==> config.mk <==
export PLATFORM = sky130hd
export DESIGN_NAME = dram_request_arbiter
export DESIGN_NICKNAME = d
export VERILOG_FILES = /design/src/rtl/dram_request_arbiter.sv
export SDC_FILE = /design/constraint.sdc
export NUM_CORES = 1
export LEC_CHECK = 0
export BUFFER_PORTS_ARGS = -buffer_cell sky130_fd_sc_hd__buf_2
export CORE_AREA = 2 2 307 309
export CTS_BUF_LIST = sky130_fd_sc_hd__clkbuf_8
export CTS_CLUSTER_SIZE = 20
export DETAILED_ROUTE_END_ITERATION = 10
export DIE_AREA = 0 0 309 311
export GPL_TIMING_DRIVEN = 0
export SETUP_SLACK_MARGIN = 0.1
export SLEW_MARGIN = 10
export SYNTH_ARGS = -nofsm -noshare
export SYNTH_HDL_FRONTEND = slang
export SYNTH_SLANG_ARGS = --single-unit
==> constraint.sdc <==
create_clock -name clk -period 10.5 [get_ports clk]
set_clock_uncertainty 0.1 [all_clocks]
set_input_delay 2.1 -clock clk [delete_from_list [all_inputs] [get_ports clk]]
set_output_delay 2.1 -clock clk [all_outputs]
set_load 0.1 [all_outputs]
==> src/rtl/dram_request_arbiter.sv <==
// Round-robin DRAM front end: one packet in flight, tagged read
// responses steered back to the requester, bad addresses filtered.
module dram_request_arbiter #(
  parameter int          NUM_SOURCES = 4,
  parameter int          SRC_W       = 3,
  parameter logic [63:0] MEM_BYTES   = 64'd65536
) (
  input  logic                     clk,
  input  logic                     reset,
  input  logic [NUM_SOURCES-1:0]   req_valid,
  output logic [NUM_SOURCES-1:0]   req_ready,
  input  logic [NUM_SOURCES-1:0]   req_is_read,
  input  logic [NUM_SOURCES*64-1:0] req_addr,
  input  logic [NUM_SOURCES*64-1:0] req_data,
  output logic [NUM_SOURCES-1:0]   rsp_valid,
  output logic [63:0]              rsp_data,
  output logic                     mem_req_valid,
  input  logic                     mem_req_ready,
  output logic                     mem_req_is_read,
  output logic [63:0]              mem_req_addr,
  output logic [63:0]              mem_req_data,
  output logic [SRC_W-1:0]         mem_req_source,
  input  logic                     mem_rsp_valid,
  input  logic [63:0]              mem_rsp_data,
  input  logic [SRC_W-1:0]         mem_rsp_source,
  output logic                     err_addr,
  output logic                     err_source
);

  typedef enum logic [1:0] {
    S_IDLE,
    S_ISSUE,
    S_WAIT_RSP,
    S_ERR_RSP
  } state_t;

  state_t                 r_state;
  logic [SRC_W-1:0]       r_rr_ptr;
  logic [NUM_SOURCES-1:0] r_rsp_valid;
  logic [63:0]            r_rsp_data;
  logic                   r_mem_req_valid;
  logic                   r_mem_req_is_read;
  logic [63:0]            r_mem_req_addr;
  logic [63:0]            r_mem_req_data;
  logic [SRC_W-1:0]       r_mem_req_source;
  logic                   r_err_addr;
  logic                   r_err_source;

  logic                   w_any;
  logic [SRC_W-1:0]       w_win;
  logic [SRC_W-1:0]       w_next_ptr;
  logic                   w_is_read;
  logic [63:0]            w_addr;
  logic [63:0]            w_data;
  logic                   w_legal;
  logic                   w_grant;
  int                     w_ptr;
  int                     w_d;
  int                     w_best;

  // Smallest rotational distance from rr_ptr wins.
  always_comb begin
    w_any     = 1'b0;
    w_win     = '0;
    w_is_read = 1'b0;
    w_addr    = '0;
    w_data    = '0;
    w_ptr     = int'(r_rr_ptr);
    w_d       = 0;
    w_best    = NUM_SOURCES;
    for (int i = 0; i < NUM_SOURCES; i++) begin
      w_d = (i >= w_ptr) ? i - w_ptr : i + NUM_SOURCES - w_ptr;
      if (req_valid[i] && w_d < w_best) begin
        w_best    = w_d;
        w_any     = 1'b1;
        w_win     = SRC_W'(i);
        w_is_read = req_is_read[i];
        w_addr    = req_addr[64*i +: 64];
        w_data    = req_data[64*i +: 64];
      end
    end
  end

  assign w_next_ptr = (w_win == SRC_W'(NUM_SOURCES - 1)) ?
                      '0 : w_win + SRC_W'(1);
  assign w_legal    = (w_addr <= MEM_BYTES - 64'd8);

  // Hold off a grant while a response pulse is out.
  assign w_grant = (r_state == S_IDLE) && w_any && !reset &&
                   !(|r_rsp_valid);

  assign req_ready = w_grant ?
                     (NUM_SOURCES'(1) << w_win) : '0;

  always_ff @(posedge clk) begin
    if (reset) begin
      r_state           <= S_IDLE;
      r_rr_ptr          <= '0;
      r_rsp_valid       <= '0;
      r_rsp_data        <= '0;
      r_mem_req_valid   <= 1'b0;
      r_mem_req_is_read <= 1'b0;
      r_mem_req_addr    <= '0;
      r_mem_req_data    <= '0;
      r_mem_req_source  <= '0;
      r_err_addr        <= 1'b0;
      r_err_source      <= 1'b0;
    end else begin
      r_rsp_valid <= '0;
      if (mem_rsp_valid && r_state != S_WAIT_RSP)
        r_err_source <= 1'b1;
      unique case (r_state)
        S_IDLE: begin
          if (w_grant) begin
            r_mem_req_is_read <= w_is_read;
            r_mem_req_addr    <= w_addr;
            r_mem_req_data    <= w_data;
            r_mem_req_source  <= w_win;
            r_rr_ptr          <= w_next_ptr;
            if (w_legal) begin
              r_mem_req_valid <= 1'b1;
              r_state         <= S_ISSUE;
            end else begin
              r_err_addr <= 1'b1;
              if (w_is_read) begin
                r_rsp_valid <= NUM_SOURCES'(1) << w_win;
                r_rsp_data  <= '0;
                r_state     <= S_ERR_RSP;
              end
            end
          end
        end
        S_ISSUE: begin
          if (mem_req_ready) begin
            r_mem_req_valid <= 1'b0;
            r_state <= r_mem_req_is_read ? S_WAIT_RSP : S_IDLE;
          end
        end
        S_WAIT_RSP: begin
          if (mem_rsp_valid) begin
            if (mem_rsp_source == r_mem_req_source) begin
              r_rsp_data  <= mem_rsp_data;
              r_rsp_valid <= NUM_SOURCES'(1) << r_mem_req_source;
              r_state     <= S_IDLE;
            end else begin
              r_err_source <= 1'b1;
            end
          end
        end
        S_ERR_RSP: r_state <= S_IDLE;
        default:   r_state <= S_IDLE;
      endcase
    end
  end

  assign rsp_valid       = r_rsp_valid;
  assign rsp_data        = r_rsp_data;
  assign mem_req_valid   = r_mem_req_valid;
  assign mem_req_is_read = r_mem_req_is_read;
  assign mem_req_addr    = r_mem_req_addr;
  assign mem_req_data    = r_mem_req_data;
  assign mem_req_source  = r_mem_req_source;
  assign err_addr        = r_err_addr;
  assign err_source      = r_err_source;

endmodule

# --- Yosys cells after proc, flatten, opt, wreduce, memory -nomap -nowiden ---
# Index checks and enable logic that the tools add are counted.
classes:
  magnitude_cmp: 9
  n_mux: 56
  add_sub_neg: 9
  reduce_logical: 19
  eq_ne: 14
  n_shift: 2
  bitwise_logic: 1
op_table:
  columns: ["operator", "count"]
  rows:
  - ["64-bit 2-to-1 mux", 13]
  - ["32-bit 2-to-1 mux", 7]
  - ["64-bit case mux with 2 select lines", 1]
  - ["32-bit less-than comparator", 3]
  - ["64-bit by 16-bit <= comparator with 1-bit output (second input constant)", 1]
  - ["32-bit by 4-bit less-than comparator with 1-bit output (second input constant)", 1]
  - ["4-bit 2-to-1 mux", 6]
  - ["1-bit 2-to-1 mux", 16]
  - ["2-bit inequality test (second input constant)", 8]
  - ["3-bit by 3-bit subtractor with 4-bit output (first input constant)", 4]
  - ["2-bit 2-to-1 mux", 7]
  - ["3-bit 2-to-1 mux", 3]
  - ["1-bit logical AND", 8]
  - ["2-bit case mux with 4 select lines", 1]
  - ["4-bit case mux with 2 select lines", 1]
  - ["1-bit by 3-bit left shift with 4-bit output (first input constant)", 2]
  - ["1-bit by 3-bit subtractor with 4-bit output (first input constant)", 2]
  - ["2-bit by 3-bit subtractor with 4-bit output (first input constant)", 2]
  - ["1-bit by 3-bit >= comparator with 1-bit output (first input constant)", 2]
  - ["2-bit by 3-bit >= comparator with 1-bit output (first input constant)", 2]
  - ["6-bit AND reduction", 1]
  - ["5-bit AND reduction", 1]
  - ["2-bit equality test (second input constant)", 2]
  - ["4-bit AND reduction", 1]
  - ["13 further kinds", 15]
word_totals:
  input_bits: 591
  word_cells: 121
  output_inout_bits: 207
  reg_bits: 208

# --- Depth between registers and ports, before layout ---
# Gate-level depths: netlist of run 1.
logic_depth:
  ltp_word: 19
  depth_mapped: 34
  depth_no_buf: 24

# --- Least setup slack after synthesis of run 1 ---
# Ideal clock, no wire load.
synth_path:
  kind: "input to output"
  from: "input port req_valid[0]"
  to: "output port req_ready[2]"
  cell_stages: 34
  path_slack_ns: -0.584
  arrival_ns: 8.884
  cell_sequence: "clkbuf_1 -> clkbuf_1 -> clkbuf_1 -> nand2_1 -> ha_1 -> and2_1 -> a311oi_1 -> o21a_1 -> buf_2 -> clkbuf_1 -> clkbuf_1 -> nor2_1 -> a21oi_1 -> ha_1 -> or4b_1 -> nor3b_2 -> or2_1 -> buf_2 -> a21oi_1 -> clkbuf_1 -> clkbuf_1 -> mux2_2 -> ha_1 -> a21o_1 -> o31ai_1 -> o311a_1 -> buf_4 -> buf_2 -> buf_2 -> nor2_1 -> inv_1 -> ha_1 -> nand2_1 -> inv_1"
synth_lines:
  columns: ["element", "line", "rtl"]
  rows:
  - ["start: declaration", "10", "input logic [NUM_SOURCES-1:0] req_valid,"]
  - ["1-bit logical AND *", "73", "if (req_valid[i] && w_d < w_best) begin"]
  - ["32-bit 2-to-1 mux *", "73", null]
  - ["32-bit less-than comparator", "73", null]
  - ["1-bit logical AND", "73", null]
  - ["32-bit 2-to-1 mux *", "73", null]
  - ["32-bit less-than comparator", "73", null]
  - ["1-bit logical AND", "73", null]
  - ["32-bit 2-to-1 mux", "73", null]
  - ["32-bit less-than comparator", "73", null]
  - ["1-bit logical AND", "73", null]
  - ["3-bit 2-to-1 mux *", "73", null]
  - ["via w_win[1]", "50", "logic [SRC_W-1:0] w_win;"]
  - ["1-bit by 3-bit left shift with 4-bit output *", "93", "(NUM_SOURCES'(1) << w_win) : '0;"]
  - ["4-bit 2-to-1 mux *", "92", "assign req_ready = w_grant ?"]
  - ["end: declaration", "11", "output logic [NUM_SOURCES-1:0] req_ready,"]
# The timed path passes the listed nets; every way through them passes the cells marked *.

# --- Final worst setup path of run 1 ---
# Same ends and word-level chain as after synthesis.

==> flow_results.org, run 1 <==
** Critical path
- Arrival time worst endpoint :: 7.89 ns
- On the worst path, the slowest cell contributes a delay of 0.57 ns.
- Critical path start-end classification :: primary input to output port
- Worst setup SP type :: primary input
- The cell that appears most often on the critical path is sky130_fd_sc_hd__ha_1.
- Highest fanout seen on the critical path :: 10
- Slowest stage cell on the critical path :: sky130_fd_sc_hd__or4b_1
- In this run the register-to-register setup slack is 3.68 ns.
- Required arrival time at the worst endpoint :: 8.30 ns
- In this run the worst setup path begins at req_valid[0].
- In this run the critical register-to-register path is launched from r_rr_ptr[0].
- Counting cells, the worst reg-to-reg path comes to 29.
- Crit. End Element :: output port

** Worst hold path
- Count of cells along the worst hold path :: 2
- The worst hold path belongs to the class register to register.
- Worst hold start :: err_addr

** Finish
- Layout Nets :: 3152
- Layout Area Growth over Synthesis :: 58.0%
- Count of fill cells added during filler insertion :: 10800
- Of the cells placed in the final design, the portion with a size suffix greater than 1 is 36.6%.
- Area used by multi-input combinational logic :: 7140 µm²
- Final Instance Count excl. Fillers :: 3856
- FF/Latch Area :: 4120 µm²

** Synthesis
- Post-synth ARST share :: 0%
- Yosys attributes the largest share of cell area to sky130_fd_sc_hd__dfxtp_1, sky130_fd_sc_hd__nor2_1, sky130_fd_sc_hd__a311oi_1.
- Number of flops mapped to enable cells by yosys :: 0
- Cell count after synthesis :: 1691
- Among all cell types in the netlist, the one instantiated most often is sky130_fd_sc_hd__nor2_1.
- Netlist area before placement :: 12000 µm²
- Among all flip-flop cells after synthesis, the most frequent one is sky130_fd_sc_hd__dfxtp_1.
- Cell type with the largest total area after synthesis :: sky130_fd_sc_hd__dfxtp_1
- During synthesis, Yosys emitted a total of 0 warnings.
- After synthesis the netlist holds a flip-flop and latch count of 206.
- Sequential cells were found to cover 34.5% of the synthesized design area.
- Distinct cells, synth :: 49
- Top-area cell type share of the netlist area :: 34.5%
- Sorting the synthesized cells by how often they occur yields sky130_fd_sc_hd__nor2_1, sky130_fd_sc_hd__dfxtp_1, sky130_fd_sc_hd__nand2_1, sky130_fd_sc_hd__nand3_1, sky130_fd_sc_hd__clkbuf_1.
- Synthesized area divided by synthesized cell count :: 7.08 µm²

** Placed design
- In this run, placement finished with an instance count of 3750.
- During placement, the flow inserted port buffers numbering 795.
- RePlAce Congestion :: 0.998
- The HPWL after detailed placement is 90100 µm.
- At the placement stage, the worst setup path has a slack of -4.17 ns.

** Drt
- Summing over every cut layer, the via total after detailed routing is 18000.
- Number of DRC violations after detailed routing :: 0
- Per-cell via count in the routed design :: 4.68
- The final layout contains routed wiring with a total length of 107000 µm.
- Detail-routed net length per standard cell :: 27.8 µm
- The pre-antenna-repair detailed-routing pass consisted of 5 iterations.
- Initial drt markers :: 1826
- In this run the remaining antenna-violating nets after routing total 0.

** STA
- The routed design could run at a clock period as short as 10.09 ns.
- Measured against its own limit, the worst slew margin works out to 12.5%.
- Highest clock rate :: 0.0991 GHz
- Final Cycle Share :: 96.1%
- Setup repair after global routing missed its margin :: no
- For the pin with the worst max-slew slack, the measured transition is 1.30 ns.
- Post-route worst setup slack :: 0.408 ns
- Number of setup violations in the final report :: 0
- Count of pins over their slew limit :: 0
- Final Hold Viols :: 0

** Clock network
- TritonCTS built the clock tree.
- Clk Latency, worst-skew pair :: 0.65 ns
- Inserted Clock Buffers :: 45
- The root buffer cell chosen for the clock tree is sky130_fd_sc_hd__clkbuf_8.
- Counting every sink on the clock net gives 206.
- Worst-case clock buffer depth :: 3
- After clock tree synthesis, the clock-pin slew on the worst setup and hold paths is 0.06 ns.
- H-tree depth :: 2

** Global routing
- Global routing finished with a remaining overflow of 0.
- The via count of the first global-routing pass was 17300.
- Global-route wire length before repair :: 141000 µm
- Global routing used 21.2% of the available tracks.
- Initial antenna violation count :: 40
- Pin count of the biggest net entering global routing :: 20

** Run status
- Result of the run :: complete, no violations

** Die
- Die X-Extent :: 309 µm
- Effective utilization at floorplan :: 12.9%
- The floorplan has 112 rows.
- From bottom edge to top edge, the die measures 311 µm.
- For this design the top-level I/O count stands at 798.
- CORE AREA :: 92800 µm²
- The die covers 96100 µm².

** Power and ir drop
- Dividing total power by cell area gives a power density of 299 nW/µm².
- Lkg Pwr :: 7.99 nW
- Overall Power :: 5.65 mW
- Across the VDD grid, the largest voltage drop is 0.000168 V.

** Run
- Max-cap violations in this run came to 0.
==> flip-flops by register name (all words and copies together), names as in the netlist <==
signal	flops
mem_req_addr	64
mem_req_data	64
rsp_data	64
rsp_valid	4
mem_req_source	2
r_rr_ptr	2
r_state	2
err_addr	1
err_source	1
mem_req_is_read	1
mem_req_valid	1
==> cell usage in the layout (no fill, tap or decap), types with 4 or more instances in the layout <==
master	synthesis	final
sky130_fd_sc_hd__diode_2	0	17
sky130_fd_sc_hd__ha_1	12	12
sky130_fd_sc_hd__buf_2	25	813
sky130_fd_sc_hd__o32ai_1	4	4
sky130_fd_sc_hd__clkbuf_8	0	61
sky130_fd_sc_hd__dfxtp_1	206	206
sky130_fd_sc_hd__clkinvlp_4	0	5
sky130_fd_sc_hd__conb_1	2	7
sky130_fd_sc_hd__buf_1	9	8
sky130_fd_sc_hd__a21oi_1	73	72
sky130_fd_sc_hd__nand2_1	149	149
sky130_fd_sc_hd__nand3_1	141	141
sky130_fd_sc_hd__clkinv_2	0	8
sky130_fd_sc_hd__inv_1	13	16
sky130_fd_sc_hd__o21ai_0	6	5
sky130_fd_sc_hd__clkbuf_1	134	124
sky130_fd_sc_hd__mux2i_1	4	4
sky130_fd_sc_hd__buf_4	2	20
sky130_fd_sc_hd__nor3_1	73	71
sky130_fd_sc_hd__buf_6	6	7
sky130_fd_sc_hd__or4_1	7	7
sky130_fd_sc_hd__a311oi_1	131	130
sky130_fd_sc_hd__a211oi_1	131	131
sky130_fd_sc_hd__o31ai_1	6	5
sky130_fd_sc_hd__nor2_1	400	399
sky130_fd_sc_hd__nand4_1	14	14
sky130_fd_sc_hd__nor4_1	107	104
==> cells by family after synthesis <==
| logic type | share of synthesized area (%) |
|---|---|
| multiplexers | 0.429 |
| XOR/XNOR | 0.146 |
| flip-flops | 34.5 |
| adder cells (fa/ha/maj) | 1.25 |
| buffers and inverters | 6.63 |
| AO/OA/AOI/OAI | 23.2 |
| other | 0.0627 |
| AND/OR/NAND/NOR | 33.9 |
==> layout make-up <==
type,count,area share (%)
timing repair buffer,810,21.8
multi-input combinational,1301,37.7
antenna,17,0.225
clock inverter,22,0.986
buffer,172,4.42
inverter,13,0.337
tap,1254,8.29
sequential,206,21.8
clock buffer,61,4.44
==> critical path: cells and delay by family <==
kind | cells | cell delay [ns]
fa+ha+maj | 4 | 0.91
buf+inv | 13 | 2.14
compound gates | 7 | 1.18
mux | 1 | 0.26
simple gates | 6 | 1.24
==> worst paths after layout <==
check                     end
max reg2reg  mem_req_data[48]
min reg2reg          err_addr
max              req_ready[2]
min                  err_addr
==> layer usage <==
layer  track usage (%)  vias to the layer above  part of all wire [%]
met2              32.3                     1147                    43
met4              7.20                       26                   3.2
met5                 0                        -                  0.14
met1              27.7                     8634                    43
li1                  -                     8003                     -
met3              7.11                      224                    11
==> report_power, final <==
part / internal, mW / switching, mW
registers: 0.987 / 0.120
logic: 0.701 / 2.81
clock network: 0.575 / 0.452
total: 2.26 / 3.39
==> repair_timing <==
action,in CTS,in global routing
pin swaps,1,3
hold buffers,0,0
setup endpoints to repair,206,4
gates cloned,0,0
buffers inserted,4,6
resized for setup,28,8
==> metrics by stage <==
step | cell area (µm²) | utilization, % | TNS (ns) | hold slack, ns
after detailed placement | 17600 | 19.0 | -323.69 | 0.347
after CTS | 18800 | 20.3 | 0 | 0.356
final | 18900 | 20.4 | 0 | 0.354
after floorplan | 12000 | - | 0 | 0.412
after global placement | 17600 | 18.9 | -311.82 | 0.336
after global routing | 18900 | 20.4 | 0 | 0.373
No activity file was read; power rests on OpenSTA's default activity.
==> inputs of run 2 (changes only) <==
Settings changed: CORE_AREA 2 2 307 309 to 2 2 311 313, CTS_BUF_LIST sky130_fd_sc_hd__clkbuf_8 to not set, DIE_AREA 0 0 309 311 to 0 0 313 315, PLACE_DENSITY_LB_ADDON set to 0.08.
==> run 2 against run 1 <==
Sequential power barely moved. Cell area up 0.93%. Core utilization fell by 0.44 points. Non-clock buffer count is 1 lower. Hold slack got worse by 0.00084 ns. Sequential share of layout area shrank 0.20 points. Die area is 2.6% higher. First-iteration DRC count down 43%. Via count fell by 4.8%. Largest cell class unchanged.
==> flow_results.org, run 2 (synthesis gave the netlist of run 1 again) <==
** Run status
- Result of the run :: complete, no violations

** Drt
- Using the TritonRoute via totals, the vias-per-cell ratio works out to 4.44.
- Number of DRC violations after detailed routing :: 0
- Vias :: 17200
- Detailed-routing iteration count for the pre-antenna-repair pass :: 5
- Detailed-route wire length :: 102000 µm
- In the final routed layout, each cell accounts on average for 26.5 µm.
- Post-route antenna net violation count :: 0
- After the first detailed-routing iteration, the DRC count stood at 1040.

** Critical path
- Worst r2r path cells :: 29
- The worst register-to-register path has a setup slack of 3.79 ns.
- Critical register-to-register path endpoint :: rsp_data[28]
- On the critical path, the stage with the largest delay is an instance of sky130_fd_sc_hd__or4b_4.
- In this design, the largest share of critical-path delay is due to buffers and inverters.
- Worst setup SP type :: primary input
- Critical path start-end classification :: primary input to output port
- Crit. End Element :: output port
- In this run the critical register-to-register path is launched from r_rr_ptr[0].
- Highest fanout seen on the critical path :: 10
- By instance count, the cell type seen most on the critical path is sky130_fd_sc_hd__ha_1.
- Data arrives at the worst endpoint at 7.86 ns.
- Stages on worst setup path :: 31
- The critical path contains buffers and inverters numbering 14 combined.
- The largest single stage delay on the critical path is 0.58 ns.
- Required arrival time at the worst endpoint :: 8.30 ns

** Placed design
- At the end of routability-driven placement, the weighted congestion stood at 0.932.
- Before CTS, the worst setup slack after placement is -4.56 ns.
- Port-buffer cells :: 795
- Once detailed placement completed, the half-perimeter wirelength came to 86200 µm.

** Worst hold path
- In this run the worst hold path is classified as register to register.
- Along the worst hold path, the cell count comes to 2.
- Worst hold start :: err_addr
- The path with the worst hold slack has its endpoint at err_addr.

** Clock network
- CTS built an H-tree with a depth of 1.
- The number of hold buffers added after CTS was 0.
- Clock-pin slew on the worst setup and hold paths :: 0.06 ns
- Number of clock sinks :: 206
- The clock passes through at most 3 buffers.
- The tree is rooted in a sky130_fd_sc_hd__clkbuf_16.
- Clk Latency, worst-skew pair :: 0.61 ns
- Buffers inserted during clock tree synthesis total 31.
- CTS tree :: yes

** Power and ir drop
- Net Sw Power :: 3.32 mW
- The internal portion of the total power is 2.42 mW.
- Sequential group share of total power :: 19.4%
- Max VDD drop :: 0.000136 V
- In this run switching power makes up 57.8% of total power.
- The design draws 5.74 mW.
- Part of the power in the clock network :: 20.0%
- Combinational logic is responsible for 60.6% of the overall power.
- Ratio of total power to cell area :: 300 nW/µm²
- The analysis attributes to cell leakage a power of 7.98 nW.

** Die
- The floorplan step set the die height to 315 µm.
- Effective utilization at floorplan :: 12.5%
- The floorplan has 114 rows.
- CORE AREA :: 95700 µm²
- Die Area :: 98600 µm²
- 798 I/O pins were placed.
- Die X-Extent :: 313 µm

** Finish
- Fill cells in the final layout number 11100.
- Leaving out fill and tap cells, the most frequent cell in the layout is sky130_fd_sc_hd__buf_2.
- Final core utilization :: 19.9%
- Layout Nets :: 3137
- Most frequent cells in the layout :: sky130_fd_sc_hd__buf_2, sky130_fd_sc_hd__nor2_1, sky130_fd_sc_hd__dfxtp_1, sky130_fd_sc_hd__nand2_1, sky130_fd_sc_hd__nand3_1
- Proportion of layout cells with a drive suffix above 1 :: 35.9%
- Layout Area Growth over Synthesis :: 59.5%

** Run
- The tool flagged a number of max-cap violations equal to 0.

** Global routing
- Vias in the first global route :: 17700
- The first global-routing pass estimated 137000 µm of wire.
- The number of antenna violations at the first check in global routing was 44.
- In the global route stage, overall resource usage came out at 19.6%.
- Final global-route overflow total :: 0
- Pin count of the biggest net entering global routing :: 20

** STA
- Final period demand of the worst path :: 10.06 ns
- Count of pins over their slew limit :: 0
- Final Cycle Share :: 95.8%
- For the pin with the worst max-slew slack, the measured transition is 1.17 ns.
- Number of setup violations in the final report :: 0
- Setup repair after global routing missed its margin :: yes
- In this run the tightest slew margin relative to its limit is 22.1%.
- The worst path meets setup with 0.437 ns of slack.
- Timing would allow up to 0.0994 GHz.
- Final Hold Viols :: 0
run 2: layer usage:
metal	up-vias	track usage, %	routed length (µm)
met5	-	0	152
met4	24	6.13	2760
met3	150	6.22	8190
met2	737	33.7	49700
met1	8278	23.2	41400
li1	7972	-	-
run 2: stage by stage:
stage	TNS, ns	hold WS [ns]	std cells	cell area [µm²]
2_1_floorplan	0	0.412	1696	12000
3_3_place_gp	-352.61	0.349	3767	17600
3_5_place_dp	-385.79	0.346	3769	17600
4_1_cts	0	0.355	3829	18900
5_1_grt	0	0.383	3860	19100
6_report	0	0.353	3865	19100
run 2: final cells by class:
class	instances	area, µm²	share of cell area, %
multi-input combinational	1301	7140	37.4
timing repair buffer	808	4120	21.6
clock inverter	12	205	1.07
sequential	206	4120	21.6
inverter	13	63.8	0.334
clock buffer	44	895	4.69
antenna	32	80.1	0.419
buffer	173	862	4.52
tap	1276	1600	8.36
run 2: how the worst max path moves through the flow:
stage	startpoint	endpoint
floorplan	req_valid[0]	req_ready[2]
global placement	req_valid[0]	req_ready[3]
detailed placement	req_valid[0]	req_ready[2]
CTS	req_valid[0]	req_ready[3]
global route	req_valid[0]	req_ready[0]
finish	req_valid[0]	req_ready[3]
run 2: worst min-delay path, cell delays in order (launching register included):
cell and delay (ns):
sky130_fd_sc_hd__dfxtp_1 0.31, sky130_fd_sc_hd__inv_1 0.05, sky130_fd_sc_hd__a21oi_1 0.05
run 2: what timing repair did:
item,4_1_cts,5_1_grt
gates cloned,0,0
pin swaps,3,4
gates resized for setup,35,16
setup endpoints to repair,209,4
buffers inserted,7,4
run 2: power by group through the flow:
stage | registers, mW | clock network (mW) | logic, mW
finish | 1.11 | 1.15 | 3.48
CTS | 1.12 | 1.20 | 3.50
global route | 1.14 | 1.22 | 3.69
floorplan | 2.51 | 0 | 1.04
global placement | 1.13 | 0 | 3.45
detailed placement | 1.13 | 0 | 3.45
